`config.mk`:
```
export PLATFORM = sky130hd
export DESIGN_NAME = wb_commit_queue
export DESIGN_NICKNAME = d
export VERILOG_FILES = /design/src/rtl/wbq_pkg.sv /design/src/rtl/wbq_match.sv /design/src/rtl/wb_commit_queue.sv
export SDC_FILE = /design/constraint.sdc
export NUM_CORES = 2
export LEC_CHECK = 0
export ABC_AREA = 1
export BUFFER_PORTS_ARGS = -buffer_cell sky130_fd_sc_hd__buf_4
export CORE_UTILIZATION = 52
export DETAILED_ROUTE_END_ITERATION = 10
export PLACE_DENSITY = 0.7
export SYNTH_ARGS = -nofsm -noshare
export SYNTH_HDL_FRONTEND = slang
export SYNTH_SLANG_ARGS = --single-unit
```
`constraint.sdc`:
```
create_clock -name clk -period 56.9 [get_ports clk]
set_input_delay 11.38 -clock clk [delete_from_list [all_inputs] [get_ports clk]]
set_output_delay 11.38 -clock clk [all_outputs]
set_load 0.01 [all_outputs]
```
`src/rtl/wbq_pkg.sv`:
```
// Shared constants and packed-entry layout for the writeback commit queue.
// One entry: four result slots, then the operand size, then the ptcid.
package wbq_pkg;

   localparam int WBQ_DEPTH = 4;
   localparam int WBQ_PTR_W = 2;
   localparam int DATA_W    = 64;
   localparam int SEG_W     = 16;
   localparam int PTCID_W   = 7;
   localparam int ADDR_W    = 3;
   localparam int NSLOT     = 4;

   localparam int SLOT_W    = DATA_W + ADDR_W + 2;
   localparam int SLOT_DATA = 0;
   localparam int SLOT_ADDR = DATA_W;
   localparam int SLOT_SEG  = DATA_W + ADDR_W;
   localparam int SLOT_LD   = DATA_W + ADDR_W + 1;

   localparam int OPSIZE_LO = NSLOT * SLOT_W;
   localparam int PTCID_LO  = OPSIZE_LO + 2;
   localparam int ENTRY_W   = PTCID_LO + PTCID_W;

   function automatic int slot_base(input int s);
      return s * SLOT_W;
   endfunction

endpackage

```
`src/rtl/wbq_match.sv`:
```
// RAW check of one queued entry against the four GPR and four segment
// read addresses; a slot only matches reads of its own kind.
module wbq_match
   import wbq_pkg::*;
(
   input  logic [NSLOT*ADDR_W-1:0] addr,
   input  logic [NSLOT-1:0]        is_seg,
   input  logic [NSLOT-1:0]        ld,
   input  logic [NSLOT*ADDR_W-1:0] rd_regaddr,
   input  logic [NSLOT*ADDR_W-1:0] rd_segaddr,
   output logic                    hit
);

   always_comb begin
      hit = 1'b0;
      for (int s = 0; s < NSLOT; s++) begin
         for (int r = 0; r < NSLOT; r++) begin
            if (ld[s]) begin
               if (!is_seg[s] &&
                   addr[s*ADDR_W +: ADDR_W] == rd_regaddr[r*ADDR_W +: ADDR_W])
                  hit = 1'b1;
               if (is_seg[s] &&
                   addr[s*ADDR_W +: ADDR_W] == rd_segaddr[r*ADDR_W +: ADDR_W])
                  hit = 1'b1;
            end
         end
      end
   end

endmodule

```
`src/rtl/wb_commit_queue.sv`:
```
// In-order writeback buffer between execute and the register/segment files,
// with a conservative forwarding-stall check against every queued write.
module wb_commit_queue
   import wbq_pkg::*;
#(
   parameter int DEPTH = WBQ_DEPTH,
   parameter int PTR_W = WBQ_PTR_W
) (
   input  logic                clk,
   input  logic                clr,
   input  logic                valid_in,
   input  logic [DATA_W-1:0]   res_data1,
   input  logic [DATA_W-1:0]   res_data2,
   input  logic [DATA_W-1:0]   res_data3,
   input  logic [DATA_W-1:0]   res_data4,
   input  logic [ADDR_W-1:0]   res_addr1,
   input  logic [ADDR_W-1:0]   res_addr2,
   input  logic [ADDR_W-1:0]   res_addr3,
   input  logic [ADDR_W-1:0]   res_addr4,
   input  logic [NSLOT-1:0]    res_is_seg,
   input  logic [NSLOT-1:0]    res_ld,
   input  logic [1:0]          opsize_in,
   input  logic [PTCID_W-1:0]  ptcid_in,
   input  logic                flush,
   input  logic                wb_hold,
   input  logic [11:0]         rd_regaddr,
   input  logic [11:0]         rd_segaddr,
   input  logic                rd_valid,
   output logic                stall_out,
   output logic [DATA_W-1:0]   wb_data1,
   output logic [DATA_W-1:0]   wb_data2,
   output logic [DATA_W-1:0]   wb_data3,
   output logic [DATA_W-1:0]   wb_data4,
   output logic [SEG_W-1:0]    wb_segdata1,
   output logic [SEG_W-1:0]    wb_segdata2,
   output logic [SEG_W-1:0]    wb_segdata3,
   output logic [SEG_W-1:0]    wb_segdata4,
   output logic [ADDR_W-1:0]   wb_addr1,
   output logic [ADDR_W-1:0]   wb_addr2,
   output logic [ADDR_W-1:0]   wb_addr3,
   output logic [ADDR_W-1:0]   wb_addr4,
   output logic [ADDR_W-1:0]   wb_segaddr1,
   output logic [ADDR_W-1:0]   wb_segaddr2,
   output logic [ADDR_W-1:0]   wb_segaddr3,
   output logic [ADDR_W-1:0]   wb_segaddr4,
   output logic [1:0]          wb_opsize,
   output logic [NSLOT-1:0]    wb_regld,
   output logic [NSLOT-1:0]    wb_segld,
   output logic [PTCID_W-1:0]  wb_inst_ptcid,
   output logic                fwd_stall,
   output logic [PTR_W:0]      count
);

   logic [ENTRY_W-1:0] mem [DEPTH];
   logic [PTR_W-1:0]   head, tail;
   logic [PTR_W:0]     count_q;
   logic               full, empty, enq, deq;
   logic [ENTRY_W-1:0] in_ent, hd;
   logic [DATA_W-1:0]  in_d [NSLOT];
   logic [ADDR_W-1:0]  in_a [NSLOT];
   logic [DATA_W-1:0]  h_d  [NSLOT];
   logic [ADDR_W-1:0]  h_a  [NSLOT];
   logic [NSLOT-1:0]   h_ld, h_seg;
   logic [DEPTH-1:0]   hits, occ;

   assign full  = count_q == (PTR_W+1)'(DEPTH);
   assign empty = count_q == '0;
   assign enq   = valid_in & ~full & ~flush;
   assign deq   = ~empty & ~wb_hold & ~flush;

   assign in_d[0] = res_data1;
   assign in_d[1] = res_data2;
   assign in_d[2] = res_data3;
   assign in_d[3] = res_data4;
   assign in_a[0] = res_addr1;
   assign in_a[1] = res_addr2;
   assign in_a[2] = res_addr3;
   assign in_a[3] = res_addr4;

   always_comb begin
      in_ent = '0;
      for (int s = 0; s < NSLOT; s++) begin
         in_ent[slot_base(s)+SLOT_DATA +: DATA_W] = in_d[s];
         in_ent[slot_base(s)+SLOT_ADDR +: ADDR_W] = in_a[s];
         in_ent[slot_base(s)+SLOT_SEG]            = res_is_seg[s];
         in_ent[slot_base(s)+SLOT_LD]             = res_ld[s];
      end
      in_ent[OPSIZE_LO +: 2]      = opsize_in;
      in_ent[PTCID_LO +: PTCID_W] = ptcid_in;
   end

   always_ff @(posedge clk) begin
      if (clr) begin
         head    <= '0;
         tail    <= '0;
         count_q <= '0;
         for (int k = 0; k < DEPTH; k++) mem[k] <= '0;
      end else if (flush) begin
         head    <= '0;
         tail    <= '0;
         count_q <= '0;
      end else begin
         if (enq) begin
            mem[tail] <= in_ent;
            tail      <= tail + 1'b1;
         end
         if (deq) head <= head + 1'b1;
         if (enq && !deq)      count_q <= count_q + 1'b1;
         else if (deq && !enq) count_q <= count_q - 1'b1;
      end
   end

   assign hd = mem[head];

   always_comb begin
      for (int s = 0; s < NSLOT; s++) begin
         h_d[s]   = hd[slot_base(s)+SLOT_DATA +: DATA_W];
         h_a[s]   = hd[slot_base(s)+SLOT_ADDR +: ADDR_W];
         h_seg[s] = hd[slot_base(s)+SLOT_SEG];
         h_ld[s]  = hd[slot_base(s)+SLOT_LD];
      end
   end

   assign wb_data1      = h_d[0];
   assign wb_data2      = h_d[1];
   assign wb_data3      = h_d[2];
   assign wb_data4      = h_d[3];
   assign wb_segdata1   = h_d[0][SEG_W-1:0];
   assign wb_segdata2   = h_d[1][SEG_W-1:0];
   assign wb_segdata3   = h_d[2][SEG_W-1:0];
   assign wb_segdata4   = h_d[3][SEG_W-1:0];
   assign wb_addr1      = h_a[0];
   assign wb_addr2      = h_a[1];
   assign wb_addr3      = h_a[2];
   assign wb_addr4      = h_a[3];
   assign wb_segaddr1   = h_a[0];
   assign wb_segaddr2   = h_a[1];
   assign wb_segaddr3   = h_a[2];
   assign wb_segaddr4   = h_a[3];
   assign wb_opsize     = hd[OPSIZE_LO +: 2];
   assign wb_inst_ptcid = hd[PTCID_LO +: PTCID_W];
   assign wb_regld      = {NSLOT{deq}} & h_ld & ~h_seg;
   assign wb_segld      = {NSLOT{deq}} & h_ld & h_seg;
   assign stall_out     = valid_in & full;
   assign count         = count_q;

   // Occupancy is by distance from head, so the draining head still counts.
   for (genvar k = 0; k < DEPTH; k++) begin : g_match
      logic [NSLOT*ADDR_W-1:0] e_addr;
      logic [NSLOT-1:0]        e_seg, e_ld;
      logic [PTR_W-1:0]        off;

      always_comb begin
         for (int s = 0; s < NSLOT; s++) begin
            e_addr[s*ADDR_W +: ADDR_W] = mem[k][slot_base(s)+SLOT_ADDR +: ADDR_W];
            e_seg[s] = mem[k][slot_base(s)+SLOT_SEG];
            e_ld[s]  = mem[k][slot_base(s)+SLOT_LD];
         end
      end

      assign off    = PTR_W'(k) - head;
      assign occ[k] = {1'b0, off} < count_q;

      wbq_match u_match (
         .addr       (e_addr),
         .is_seg     (e_seg),
         .ld         (e_ld),
         .rd_regaddr (rd_regaddr),
         .rd_segaddr (rd_segaddr),
         .hit        (hits[k])
      );
   end

   assign fwd_stall = rd_valid & |(hits & occ);

endmodule
```
==> flow_metrics.py <==
metrics = {
    "global_routing": {
        "met2_usage_pct": 48.6,
        "grt_start_max_net_pins": 242,
        "via_count_of_the_first_global_routing_pass": 40700,
        "grt.busiest_layer": "met2",
        "antenna_found_initial": 37,
        "grt_first_pass_wirelength_um": 252000,
        "globalRouteTotalUtil_pct": 29.6,
        "groute.layer.met3.usage_pct": 5.02,
        "grt_use_met1_pct": 37.7,
        "grt_total_ovfl": 0,
    },
    "synthesis": {
        "postSynthRegisterBits": 1149,
        "ys_async_sr_fraction_pct": 0,
        "synth_area_per_cell_um2": 9.76,
        "postSynth.topFlopCell": "edfxtp_1",
        "synth-edff-count": 1140,
        "net_count_after_synthesis": 6270,
        "yosys.cell_types.count": 37,
        "synth_cells": 5949,
        "share_of_the_yosys_chip_area_belonging_to_registers_pct": 59.3,
        "yosys_warnings": 0,
        "netlist_area_um2": 58000,
    },
    "die": {
        "die-area_um2": 113000,
        "die_width_um": 336,
        "floorplan.io_pins": 681,
        "core.rowCount": 122,
        "die_h_um": 336,
        "core_area_um2": 111000,
        "start_util_pct": 52.4,
    },
    "layout": {
        "most-common-layout-cells": "nor2_1 (1605), edfxtp_1 (1140), buf_4 (715)",
        "layout_commonest_cell": "nor2_1",
        "syn_to_final_growth_pct": 14.6,
        "post_route_cells_drive_above_1_share_pct": 21.6,
        "final_net_count": 6627,
    },
    "sta": {
        "fmax_mhz": 40.0,
        "worst_hold_slack_ns": 0.573,
        "rsz0062_at_grt": "no",
        "setup-tns-final_ns": 0,
        "timing.max_slew.rel_slack_pct": 22.1,
        "finalCritPeriodShare_pct": 43.9,
        "worst_slew_pin_slew_ns": 1.17,
        "finalWorstPathRequiredPeriod_ns": 24.98,
        "final-hold-violation-count": 0,
        "timing.final.setup_violations": 0,
        "drv_slew": 0,
        "post_route_skew_ns": 0.0297,
    },
    "place": {
        "place.port_buffers": 680,
        "placer_s_final_routability_congestion_estimate": 0.939,
        "detailedPlacementHpwl_um": 101000,
    },
    "detailed_routing": {
        "final_antenna_net_count": 0,
        "detail_route.iter0.violations": 3804,
        "detail_route.first_pass.iterations": 6,
        "route.vias.total": 43200,
        "detail_route.wl_per_cell_um": 21.7,
        "vias_per_cell": 5.46,
        "drc": 0,
        "postRouteWirelength_um": 172000,
    },
    "clocking": {
        "ctsRootBufferMaster": "clkbuf_16",
        "clkSlewWorstSetupHoldPaths_ns": 0.06,
        "cts_repair_resize_count": 0,
        "tritoncts": "done",
        "post_cts_buffers": 0,
        "cts_htree_levels": 3,
        "hold_buffers": 0,
        "ctsLongestPathBuffers": 3,
        "cts_inserted_buffers": 118,
        "numClockSinks": 1149,
        "clkLatencyLatePin_ns": 0.72,
    },
    "outcome": {
        "status": "completed",
    },
    "power": {
        "final_total_pwr_uw": 1950,
        "cellLeakagePower_uw": 0.0264,
        "power-per-cell-area_nw_per_um2": 29.4,
        "worst_ir_drop_vdd_v": 0.0000304,
    },
    "setup_path": {
        "crit_arrival_ns": 13.60,
        "worst_setup_path_end_kind": "output port",
        "crit_path_start_kind": "input pin",
        "worstPathRequired_ns": 45.52,
        "crit_type": "input pin to output port",
        "cp_max_fo": 15,
    },
    "flow_run": {
        "cap_viol_max_count": 0,
    },
    "hold_path": {
        "min_path_type": "register to register",
    },
}
## final cells by class
cell class / count / area [um2]
fillers: 9165 / 44200
repair buffers: 725 / 5570
clock inverters: 61 / 549
well taps: 1488 / 1860
clock buffers: 151 / 3100
flip-flops and latches: 1149 / 34400
inverters: 686 / 2610
multi-input cells: 3626 / 18300
diodes: 31 / 77.6
## synth_stat cells, drive strengths merged, types with 9 or more instances
| cell type | count | area (um2) |
|---|---|---|
| xnor2 | 200 | 1750 |
| dfxtp | 9 | 180 |
| edfxtp | 1140 | 34200 |
| nand4 | 9 | 56.3 |
| a21oi | 60 | 300 |
| nand2 | 489 | 1840 |
| xor2 | 21 | 184 |
| inv | 686 | 2570 |
| nor2 | 1847 | 8660 |
| clkbuf | 217 | 816 |
| o22ai | 272 | 1700 |
| nand3 | 108 | 556 |
| buf | 271 | 1990 |
| o21ai | 595 | 2980 |
## flip-flops by register name, summed over array words and instances (netlist names), named ones only
| signal | count |
|---|---|
| tail | 2 |
| head | 2 |
| mem | 1140 |
| count | 3 |
## critical path, cell delays in order
cell     delay (ns)
buf_4          0.23
inv_1          0.26
nand2_1        0.15
nand2_1        0.05
nand3_1        0.12
nand2_1        0.07
nor2_1         0.28
nand2_1        0.10
nand3_1        0.11
nand2_1        0.06
o21ai_1        0.13
nand2_1        0.07
nor2_1         0.33
nor2_1         0.08
buf_4          0.15
## power breakdown
group	internal [uW]	switching, uW	total, uW	leakage, uW
combinational	79.3	142	222	0.0127
clock	419	324	743	0.00177
sequential	971	18.9	990	0.0120
## kinds of logic (layout without fill, tap and decap cells)
group	Yosys count	in the layout	share of synthesized area, %
simple gates	2464	2464	19.3
other cells	0	31	0
xor+xnor	221	221	3.33
compound gates	935	935	8.70
flops	1149	1149	59.3
fa+ha+maj	6	6	0.142
buf+inv	1174	1623	9.27
## through the flow
step	util [%]	cell area (um2)	setup WS (ns)	std cells
3_3_place_gp	56.7	62800	32.02	7674
4_1_cts	60.0	66400	31.95	7886
6_report	60.1	66500	31.92	7917
2_1_floorplan	-	58000	23.38	5949
5_1_grt	60.1	66500	31.86	7916
3_5_place_dp	56.7	62800	31.96	7674
## final timing paths
path                                             from                   endpoint  slack (ns)  cells past startpoint
worst min-delay path             tail[1]$_SDFFE_PP0P_       tail[1]$_SDFFE_PP0P_        0.57                      2
worst max register to register  count[1]$_SDFFE_PP0P_  mem[0][179]$_SDFFCE_PN0P_       51.98                      9
worst min register to register   tail[1]$_SDFFE_PP0P_       tail[1]$_SDFFE_PP0P_        0.57                      2
worst max-delay path                    rd_segaddr[1]                  fwd_stall       31.92                     15
## per-layer routing
metal	routed length (um)	up-vias
met1	66900	21000
met2	84700	1684
met4	8150	12
met5	80	-
li1	-	20200
met3	11900	381
(Power assumes the default switching activity.)
